==> src/rtl/instr_fetch_if.sv <==
// Bundle of the fetch unit's controller-facing and memory-facing signals.
// The slave modport is the fetch unit itself; the master modport is the
// side that drives requests and returns memory data.
interface instr_fetch_if #(
    parameter int ADDR_W = 9
);
    logic              fetch_req;
    logic              load_pc;
    logic [ADDR_W-1:0] pc_in;
    logic [15:0]       mem_rdata;
    logic [ADDR_W-1:0] mem_addr;
    logic              mem_rd;
    logic [15:0]       ir;
    logic              ir_valid;
    logic              busy;
    logic              halted;
    logic [ADDR_W-1:0] pc;

    modport master (
        output fetch_req, load_pc, pc_in, mem_rdata,
        input  mem_addr, mem_rd, ir, ir_valid, busy, halted, pc
    );

    modport slave (
        input  fetch_req, load_pc, pc_in, mem_rdata,
        output mem_addr, mem_rd, ir, ir_valid, busy, halted, pc
    );
endinterface

==> src/rtl/instr_fetch.sv <==
// Instruction fetch unit: holds the PC, issues one-cycle read strobes to
// instruction memory, waits MEM_LAT cycles and captures the returned word
// into the instruction register that drives the decoder. A HALT opcode
// (3'b111) freezes the PC and blocks further fetches until the PC is loaded.
module instr_fetch #(
    parameter int                ADDR_W   = 9,
    parameter logic [ADDR_W-1:0] RESET_PC = '0,
    parameter int                MEM_LAT  = 1
) (
    input logic            clk,
    input logic            reset_n,
    instr_fetch_if.slave   bus
);

    localparam int CNT_W = (MEM_LAT < 2) ? 1 : $clog2(MEM_LAT + 1);

    typedef enum logic [1:0] {
        S_IDLE,
        S_REQ,
        S_WAIT
    } state_t;

    state_t            state;
    state_t            state_next;
    logic [CNT_W-1:0]  wcnt;
    logic [ADDR_W-1:0] pc_q;
    logic [15:0]       ir_q;
    logic              ir_valid_q;
    logic              halted_q;
    logic              mem_rd_c;
    logic              busy_c;
    logic              last_wait;
    logic              capture;
    logic              start;

    // last_wait marks the cycle whose read data is valid; a PC load in that
    // same cycle wins and suppresses the capture
    assign last_wait = (state == S_WAIT) && (wcnt == CNT_W'(MEM_LAT));
    assign capture   = last_wait && !bus.load_pc;
    assign start     = (state == S_IDLE) && bus.fetch_req && !halted_q;

    // State register, synchronously reset to IDLE
    always_ff @(posedge clk) begin
        if (!reset_n) begin
            state <= S_IDLE;
        end else begin
            state <= state_next;
        end
    end

    // Next-state logic: a PC load aborts any fetch in flight
    always_comb begin
        state_next = state;
        case (state)
            S_IDLE: begin
                if (start) begin
                    state_next = S_REQ;
                end
            end
            S_REQ: begin
                if (bus.load_pc) begin
                    state_next = S_IDLE;
                end else begin
                    state_next = S_WAIT;
                end
            end
            S_WAIT: begin
                if (bus.load_pc || last_wait) begin
                    state_next = S_IDLE;
                end
            end
            default: state_next = S_IDLE;
        endcase
    end

    // Outputs decoded purely from registered state
    always_comb begin
        mem_rd_c = (state == S_REQ);
        busy_c   = (state != S_IDLE);
    end

    // Datapath: PC, instruction register, flags and the latency counter
    always_ff @(posedge clk) begin
        if (!reset_n) begin
            pc_q       <= RESET_PC;
            ir_q       <= 16'h0000;
            ir_valid_q <= 1'b0;
            halted_q   <= 1'b0;
            wcnt       <= '0;
        end else begin
            if (bus.load_pc) begin
                pc_q       <= bus.pc_in;
                ir_valid_q <= 1'b0;
                halted_q   <= 1'b0;
            end else if (capture) begin
                ir_q       <= bus.mem_rdata;
                ir_valid_q <= 1'b1;
                if (bus.mem_rdata[15:13] == 3'b111) begin
                    halted_q <= 1'b1;
                end else begin
                    pc_q <= pc_q + ADDR_W'(1);
                end
            end else if (start) begin
                ir_valid_q <= 1'b0;
            end

            if (state == S_REQ) begin
                wcnt <= CNT_W'(1);
            end else if (state == S_WAIT) begin
                wcnt <= wcnt + CNT_W'(1);
            end
        end
    end

    assign bus.mem_addr = pc_q;
    assign bus.pc       = pc_q;
    assign bus.ir       = ir_q;
    assign bus.ir_valid = ir_valid_q;
    assign bus.halted   = halted_q;
    assign bus.mem_rd   = mem_rd_c;
    assign bus.busy     = busy_c;

endmodule

==> src/flat_wrapper.sv <==
// flat-port wrapper written by rule: the top's interface ports become plain ports
module instr_fetch_flat 
#(
    parameter int                ADDR_W   = 9,
    parameter logic [ADDR_W-1:0] RESET_PC = '0,
    parameter int                MEM_LAT  = 1
)
  (clk, reset_n, bus_fetch_req, bus_load_pc, bus_pc_in, bus_mem_rdata, bus_mem_addr, bus_mem_rd, bus_ir, bus_ir_valid, bus_busy, bus_halted, bus_pc);
  instr_fetch_if #(.ADDR_W(ADDR_W)) bus_i ();
  input logic clk;
  input logic reset_n;
  input wire logic [$bits(bus_i.fetch_req)-1:0] bus_fetch_req;
  input wire logic [$bits(bus_i.load_pc)-1:0] bus_load_pc;
  input wire logic [$bits(bus_i.pc_in)-1:0] bus_pc_in;
  input wire logic [$bits(bus_i.mem_rdata)-1:0] bus_mem_rdata;
  output wire logic [$bits(bus_i.mem_addr)-1:0] bus_mem_addr;
  output wire logic [$bits(bus_i.mem_rd)-1:0] bus_mem_rd;
  output wire logic [$bits(bus_i.ir)-1:0] bus_ir;
  output wire logic [$bits(bus_i.ir_valid)-1:0] bus_ir_valid;
  output wire logic [$bits(bus_i.busy)-1:0] bus_busy;
  output wire logic [$bits(bus_i.halted)-1:0] bus_halted;
  output wire logic [$bits(bus_i.pc)-1:0] bus_pc;
  assign bus_i.fetch_req = bus_fetch_req;
  assign bus_i.load_pc = bus_load_pc;
  assign bus_i.pc_in = bus_pc_in;
  assign bus_i.mem_rdata = bus_mem_rdata;
  assign bus_mem_addr = bus_i.mem_addr;
  assign bus_mem_rd = bus_i.mem_rd;
  assign bus_ir = bus_i.ir;
  assign bus_ir_valid = bus_i.ir_valid;
  assign bus_busy = bus_i.busy;
  assign bus_halted = bus_i.halted;
  assign bus_pc = bus_i.pc;
  instr_fetch #(.ADDR_W(ADDR_W), .RESET_PC(RESET_PC), .MEM_LAT(MEM_LAT)) u_core (.clk(clk), .reset_n(reset_n), .bus(bus_i));
endmodule
==> config.mk <==
export PLATFORM = sky130hd
export DESIGN_NAME = instr_fetch_flat
export DESIGN_NICKNAME = d
export VERILOG_FILES = /design/src/rtl/instr_fetch_if.sv /design/src/rtl/instr_fetch.sv /design/src/flat_wrapper.sv
export SDC_FILE = /design/constraint.sdc
export NUM_CORES = 1
export LEC_CHECK = 0
export CORE_UTILIZATION = 45
export CTS_BUF_LIST = sky130_fd_sc_hd__clkbuf_4 sky130_fd_sc_hd__clkbuf_8
export CTS_CLUSTER_DIAMETER = 120
export DETAILED_ROUTE_END_ITERATION = 6
export PLACE_DENSITY_LB_ADDON = 0.25
export SLEW_MARGIN = 10
export SYNTH_ARGS = -nofsm -noshare
export SYNTH_HDL_FRONTEND = slang
export SYNTH_SLANG_ARGS = --single-unit
==> constraint.sdc <==
create_clock -name clk -period 4.95 [get_ports clk]
set_clock_uncertainty 0.15 [all_clocks]
set_input_delay 0.99 -clock clk [delete_from_list [all_inputs] [get_ports clk]]
set_output_delay 0.99 -clock clk [all_outputs]
set_load 0.005 [all_outputs]
==> results of run 1 <==
==> worst min-delay path by stage <==
stage	from	end	slack (ps)	cells after the start
global placement	u_core.bus.ir[8]	u_core.bus.ir[8]	300	2
CTS	u_core.bus.ir[7]	u_core.bus.ir[7]	320	2
global route	u_core.bus.ir[3]	u_core.bus.ir[3]	350	2
floorplan	u_core.bus.ir[10]	u_core.bus.ir[10]	310	2
detailed placement	u_core.bus.ir[7]	u_core.bus.ir[7]	310	2
finish	u_core.bus.ir[12]	u_core.bus.ir[12]	320	2
==> registers in the layout, indices dropped and copies added, names as in the netlist <==
register	count
u_core.bus.ir	16
u_core.bus.mem_addr	9
u_core.state	2
u_core.bus.halted	1
u_core.bus.ir_valid	1
u_core.wcnt	1
==> power breakdown <==
part	total (W)	switching (W)	leakage (nW)	internal [W]
Sequential	0.000262	0.0000117	0.245	0.000251
Clock	0.000159	0.0000848	0.0387	0.0000742
Combinational	0.0000932	0.0000346	0.437	0.0000585
Total	0.000514	0.000131	0.720	0.000383
==> routing by layer <==
layer | vias up | global-route usage, %
met5 | - | 0
met4 | 0 | 9.18
met3 | 9 | 7.25
met2 | 49 | 36.8
met1 | 633 | 25.5
li1 | 668 | -
==> cell type report <==
| type | count | area [um2] |
|---|---|---|
| repair buffers | 66 | 661 |
| inverters | 5 | 18.8 |
| fillers | 271 | 941 |
| clock inverters | 1 | 5.00 |
| multi-input cells | 115 | 713 |
| flip-flops and latches | 30 | 601 |
| clock buffers | 7 | 58.8 |
| well taps | 44 | 55.1 |
==> tightest hold or removal path: cells and delay by family, from the launching register on <==
kind,cells,cell delay [ps]
DFF,1,320
AOI/OAI and AO/OA,1,60
and+or+nand+nor,1,50
==> per-stage QoR <==
stage	total power (W)	hold slack, ps
5_1_grt	0.000540	349
2_1_floorplan	0.000309	310
6_report	0.000514	321
4_1_cts	0.000518	324
3_5_place_dp	0.000360	311
3_3_place_gp	0.000356	303
==> cell families after synthesis <==
kind of cell,count (synthesis),synth area share [%]
DFF,30,41.7
buffers and inverters,22,8.85
and+or+nand+nor,62,22.6
AOI/OAI and AO/OA,39,16.8
adders and majority gates,5,4.34
xor gates and xnor gates,6,3.65
muxes,3,2.08
==> cell usage in the layout, fill, tap and decap left out, drive strengths merged <==
master | Yosys | layout
a21oi | 8 | 8
clkbuf | 4 | 7
a31oi | 1 | 1
nor4 | 1 | 1
a22oi | 1 | 1
a311oi | 1 | 1
ha | 5 | 5
and2 | 1 | 1
nand4 | 1 | 1
nor2 | 5 | 5
nand2 | 38 | 38
and4bb | 1 | 1
dfxtp | 30 | 30
or3 | 1 | 1
xnor2 | 6 | 6
mux2i | 3 | 3
and3 | 1 | 1
nor3b | 2 | 2
clkinv | 0 | 1
clkdlybuf4s50 | 0 | 66
nor4b | 2 | 2
o21ai | 12 | 12
nor2b | 1 | 1
inv | 5 | 5
nor3 | 3 | 3
nand2b | 1 | 1
a21boi | 16 | 16
nand3 | 4 | 4
==> results.sh, run 1 <==
export IMPL_status="finished, final reports clean"
export IMPL_n_antenna_cell=0
export IMPL_cp_slowest_cell="clkdlybuf4s50_1"
export IMPL_clkTransAtPathRegs_ps=90
export IMPL_crit_family="buffers and inverters"
export IMPL_synth_top_cell_by_area="dfxtp_1"
export IMPL_ys_top_cells_by_area="dfxtp_1 (42%), nand2_1 (9.9%), a21boi_0 (8.3%), buf_4 (4.7%), ha_1 (4.3%)"
export IMPL_postCtsHoldBufs=0
export IMPL_start_util_pct=47.2
export IMPL_avgViaCountPerCell=5.07
export IMPL_yosysSeqAreaShare_pct=41.7
export IMPL_drt_met1_wl_mm=1.44
export IMPL_gp_congestion=0.860
export IMPL_worstPathArrival_ps=2930
export IMPL_p_per_area_mw_per_mm2=244
export IMPL_placedInstanceArea_mm2=0.00205
export IMPL_clock_fmax_mhz=349
export IMPL_ios=67
export IMPL_drt_wirelength_per_cell_um=12.9
export IMPL_drc_errors=0
export IMPL_antenna_found_initial=0
export IMPL_setup_viol=0
export IMPL_fin_setup_tns_ps=0
export IMPL_rrSetupSlack_ps=2990
export IMPL_post_cts_resized=0
export IMPL_finalCritPeriodShare_pct=57.8
export IMPL_synthDistinctLibCells=32
export IMPL_grt_pass1_wl_mm=5.57
export IMPL_min_period_ps=2860
export IMPL_cts_root_buffer_cell="clkbuf_4"
export IMPL_timing_slew_headroom_pct=47.2
export IMPL_vias=1359
export IMPL_first_pass_iters=4
export IMPL_crit_chain="clkdlybuf4s50_1 -> inv_1 -> nand3_1 -> nand2_1 -> a21boi_0"
export IMPL_start_kind="input port"
export IMPL_drt_initial_drc_count=57
export IMPL_wl_met2_mm=1.71
export IMPL_netlist_top_cells_count="nand2_1 (38), dfxtp_1 (30), a21boi_0 (16)"
export IMPL_top_layer="met4"
export IMPL_cts_setup_buffers=0
export IMPL_tightest_slew_ps=790
export IMPL_ys_warn_count=0
export IMPL_syn_area_mm2=0.00144
export IMPL_yosysMostFrequentCell="nand2_1"
export IMPL_rsz0062_at_grt="false"
export IMPL_finalHoldViolCount=0
export IMPL_reg2reg_from="u_core.state[0]"
export IMPL_die_w_um=58.6
export IMPL_instances_no_fill=268
export IMPL_synth_edf_count=0
export IMPL_design_area_mm2=0.00211
export IMPL_slew_viol_final=0
export IMPL_dieArea_mm2=0.00343
export IMPL_fin_nets=257
export IMPL_r2r_cells=6
export IMPL_crit_end="u_core.bus.ir[0]"
export IMPL_p_leak_nw=0.720
export IMPL_hold_class="reg2reg"
export IMPL_synth_nets=201
export IMPL_utilization_pct=69.2
export IMPL_clock_latency_ps=330
export IMPL_ant_nets=0
export IMPL_cts_buffer_depth=2
export IMPL_end_kind="flip-flop"
export IMPL_grt_start_max_net_pins=30
export IMPL_rr_endpoint="u_core.bus.ir[0]"
export IMPL_grt_pass1_vias=1242
export IMPL_route_met3_wl_um=226
export IMPL_cp_num_buf_inv=2
export IMPL_core_area_mm2=0.00305
export IMPL_syn2layout_area_growth_pct=46.5
export IMPL_syn_inst=167
export IMPL_worst_ep_required_time_ps=5020
export IMPL_ys_ff_latch=30
export IMPL_dp_cells=260
export IMPL_tritoncts="yes"
export IMPL_synth_avg_cell_area_um2=8.63
export IMPL_ys_async_sr_fraction_pct=0
export IMPL_synth_top_area_share_pct=41.7
export IMPL_post_place_ws_ps=1780
export IMPL_gr_usage_all_layers_pct=21.9
export IMPL_cts_sinks=30
export IMPL_htreeDepth=2
export IMPL_drive_gt1_share_pct=6.70
export IMPL_wirelength_mm=3.47
export IMPL_rows=20
export IMPL_crit_cells=5
export IMPL_peakVddDrop_v=0.000165
export IMPL_die_y_um=58.6
export IMPL_io_buffers=66
export IMPL_setup_ws_ps=2090
export IMPL_dpl_hpwl_mm=2.50
export IMPL_cpPeakStageDelay_ps=580
export IMPL_ys_flop_type="dfxtp_1"
export IMPL_timing_worst_setup_path_type="in2reg"
export IMPL_cts_buffers=5
export IMPL_startpoint="bus_load_pc"
export IMPL_path_max_fanout=17
export IMPL_max_cap_violations=0
export IMPL_overflow=0
(Power assumes the default switching activity.)
==> inputs of run 2 (changes only) <==
--- a/config.mk
+++ b/config.mk
@@ -5,7 +5,7 @@
 export SDC_FILE = /design/constraint.sdc
 export NUM_CORES = 1
 export LEC_CHECK = 0
-export CORE_UTILIZATION = 45
+export CORE_UTILIZATION = 38
 export CTS_BUF_LIST = sky130_fd_sc_hd__clkbuf_4 sky130_fd_sc_hd__clkbuf_8
 export CTS_CLUSTER_DIAMETER = 120
 export DETAILED_ROUTE_END_ITERATION = 6
==> constraint.sdc (replaced) <==
create_clock -name clk -period 2.4 [get_ports clk]
set_clock_uncertainty 0.15 [all_clocks]
set_input_delay 0.48 -clock clk [delete_from_list [all_inputs] [get_ports clk]]
set_output_delay 0.48 -clock clk [all_outputs]
set_load 0.005 [all_outputs]
==> run 2 against run 1 <==
Against the previous run:
- clock-buffer cell count fell by 1
- first-iteration DRC count fell by 7.0%
- sequential cell count is the same
- worst hold slack got worse by 9.6 ps
- wire length fell by 4.9%
- via count down 4.3%
- largest power group unchanged
==> results.sh, run 2 (synthesized netlist as in run 1, its figures left out) <==
export IMPL_finalCritPeriodShare_pct=87.9
export IMPL_hold_end="u_core.bus.ir[11]"
export IMPL_hp_start="u_core.bus.ir[11]"
export IMPL_overflow=0
export IMPL_path_max_fanout=3
export IMPL_antenna_found_initial=0
export IMPL_drc_errors=0
export IMPL_rrSetupSlack_ps=590
export IMPL_p_leak_nw=0.748
export IMPL_die_y_um=63.6
export IMPL_htreeDepth=2
export IMPL_rows=22
export IMPL_final_common_cell="clkdlybuf4s50_1"
export IMPL_worstPathArrival_ps=1480
export IMPL_post_cts_resized=0
export IMPL_wirelength_mm=3.30
export IMPL_instances_no_fill=276
export IMPL_clkTransAtPathRegs_ps=60
export IMPL_start_kind="flip-flop"
export IMPL_cts_buffers=5
export IMPL_gr_usage_all_layers_pct=17.7
export IMPL_area_sequential_um2=601
export IMPL_n_antenna_cell=0
export IMPL_min_period_ps=2110
export IMPL_fin_setup_tns_ps=0
export IMPL_r2r_cells=6
export IMPL_setup_viol=0
export IMPL_worst_ep_required_time_ps=1770
export IMPL_grt_pass1_wl_mm=5.52
export IMPL_clock_fmax_mhz=474
export IMPL_peakVddDrop_v=0.000343
export IMPL_tritoncts="yes"
export IMPL_io_buffers=66
export IMPL_rr_endpoint="u_core.bus.mem_addr[7]"
export IMPL_dieArea_mm2=0.00404
export IMPL_timing_worst_setup_path_type="reg2out"
export IMPL_min_path_cells=2
export IMPL_core_area_mm2=0.00366
export IMPL_fillCellCount=328
export IMPL_grt_start_max_net_pins=18
export IMPL_end_kind="output pin"
export IMPL_cts_root_buffer_cell="clkbuf_8"
export IMPL_gp_congestion=0.747
export IMPL_reg2reg_from="u_core.state[0]"
export IMPL_rsz0062_at_grt="false"
export IMPL_cts_sinks=30
export IMPL_status="finished, final reports clean"
export IMPL_ant_nets=0
export IMPL_hold_class="reg2reg"
export IMPL_clock_latency_ps=280
export IMPL_multi_input_area_um2=713
export IMPL_avgViaCountPerCell=4.71
export IMPL_vias=1300
export IMPL_finalHoldViolCount=0
export IMPL_fin_nets=261
export IMPL_most_common_layout_cells="clkdlybuf4s50_1 (66), nand2_1 (38), dfxtp_1 (30), a21boi_0 (16), o21ai_0 (10)"
export IMPL_timing_slew_headroom_pct=70.3
export IMPL_drive_gt1_share_pct=8.33
export IMPL_drt_initial_drc_count=53
export IMPL_slew_viol_final=0
export IMPL_dpl_hpwl_mm=2.35
export IMPL_largest_reg_flops=16
export IMPL_first_pass_iters=4
export IMPL_syn2layout_area_growth_pct=51.1
export IMPL_dp_cells=268
export IMPL_start_util_pct=39.4
export IMPL_p_per_area_mw_per_mm2=528
export IMPL_cts_setup_buffers=0
export IMPL_tightest_slew_ps=445
export IMPL_postCtsHoldBufs=0
export IMPL_max_cap_violations=0
export IMPL_ios=67
export IMPL_cts_buffer_depth=2
export IMPL_drt_wirelength_per_cell_um=11.9
export IMPL_die_w_um=63.6
export IMPL_grt_pass1_vias=1221
## run 2: layout make-up
| type | count | area share, % |
|---|---|---|
| Timing Repair Buffer | 70 | 31.7 |
| Inverter | 5 | 0.862 |
| Tap cell | 48 | 2.76 |
| Clock inverter | 2 | 0.574 |
| Clock buffer | 6 | 3.79 |
| Multi-Input combinational cell | 115 | 32.7 |
| Sequential cell | 30 | 27.6 |
## run 2: where the power goes
part | internal (W) | total, W | switching (W)
clock network | 0.000230 | 0.000420 | 0.000190
logic | 0.000122 | 0.000188 | 0.0000666
registers | 0.000517 | 0.000542 | 0.0000244
## run 2: worst max path at each step
stage | from | to | slack [ps]
5_1_grt | u_core.state[0] | bus_busy | 170
4_1_cts | u_core.state[0] | bus_busy | 280
3_5_place_dp | bus_mem_rdata[14] | u_core.bus.mem_addr[7] | 150
3_3_place_gp | bus_mem_rdata[14] | u_core.bus.mem_addr[7] | 170
6_report | u_core.state[0] | bus_busy | 290
2_1_floorplan | bus_mem_rdata[14] | u_core.bus.mem_addr[7] | 670
## run 2: stage by stage
step / hold slack, ps / instance area (um2) / setup slack [ps] / power (W) / utilization (%)
after CTS: 316 / 2180 / 276 / 0.00117 / 59.5
after global placement: 299 / 2080 / 171 / 0.000740 / 56.9
final: 311 / 2180 / 291 / 0.00115 / 59.5
after global routing: 341 / 2180 / 170 / 0.00122 / 59.5
after detailed placement: 307 / 2080 / 148 / 0.000742 / 56.9
after floorplan: 310 / 1440 / 669 / 0.000638 / -
## run 2: layer usage
metal	global-route usage [%]	vias up	part of all wire (%)
met5	0	-	0
met3	6.52	4	5.9
met2	27.8	39	44
met1	21.7	586	49
met4	6.82	0	0.94
li1	-	671	-
## run 2: critical path: stages, from the launching register on
cell and delay, ps:
dfxtp_1 340, inv_1 80, ha_1 210, inv_1 70, clkdlybuf4s50_1 500
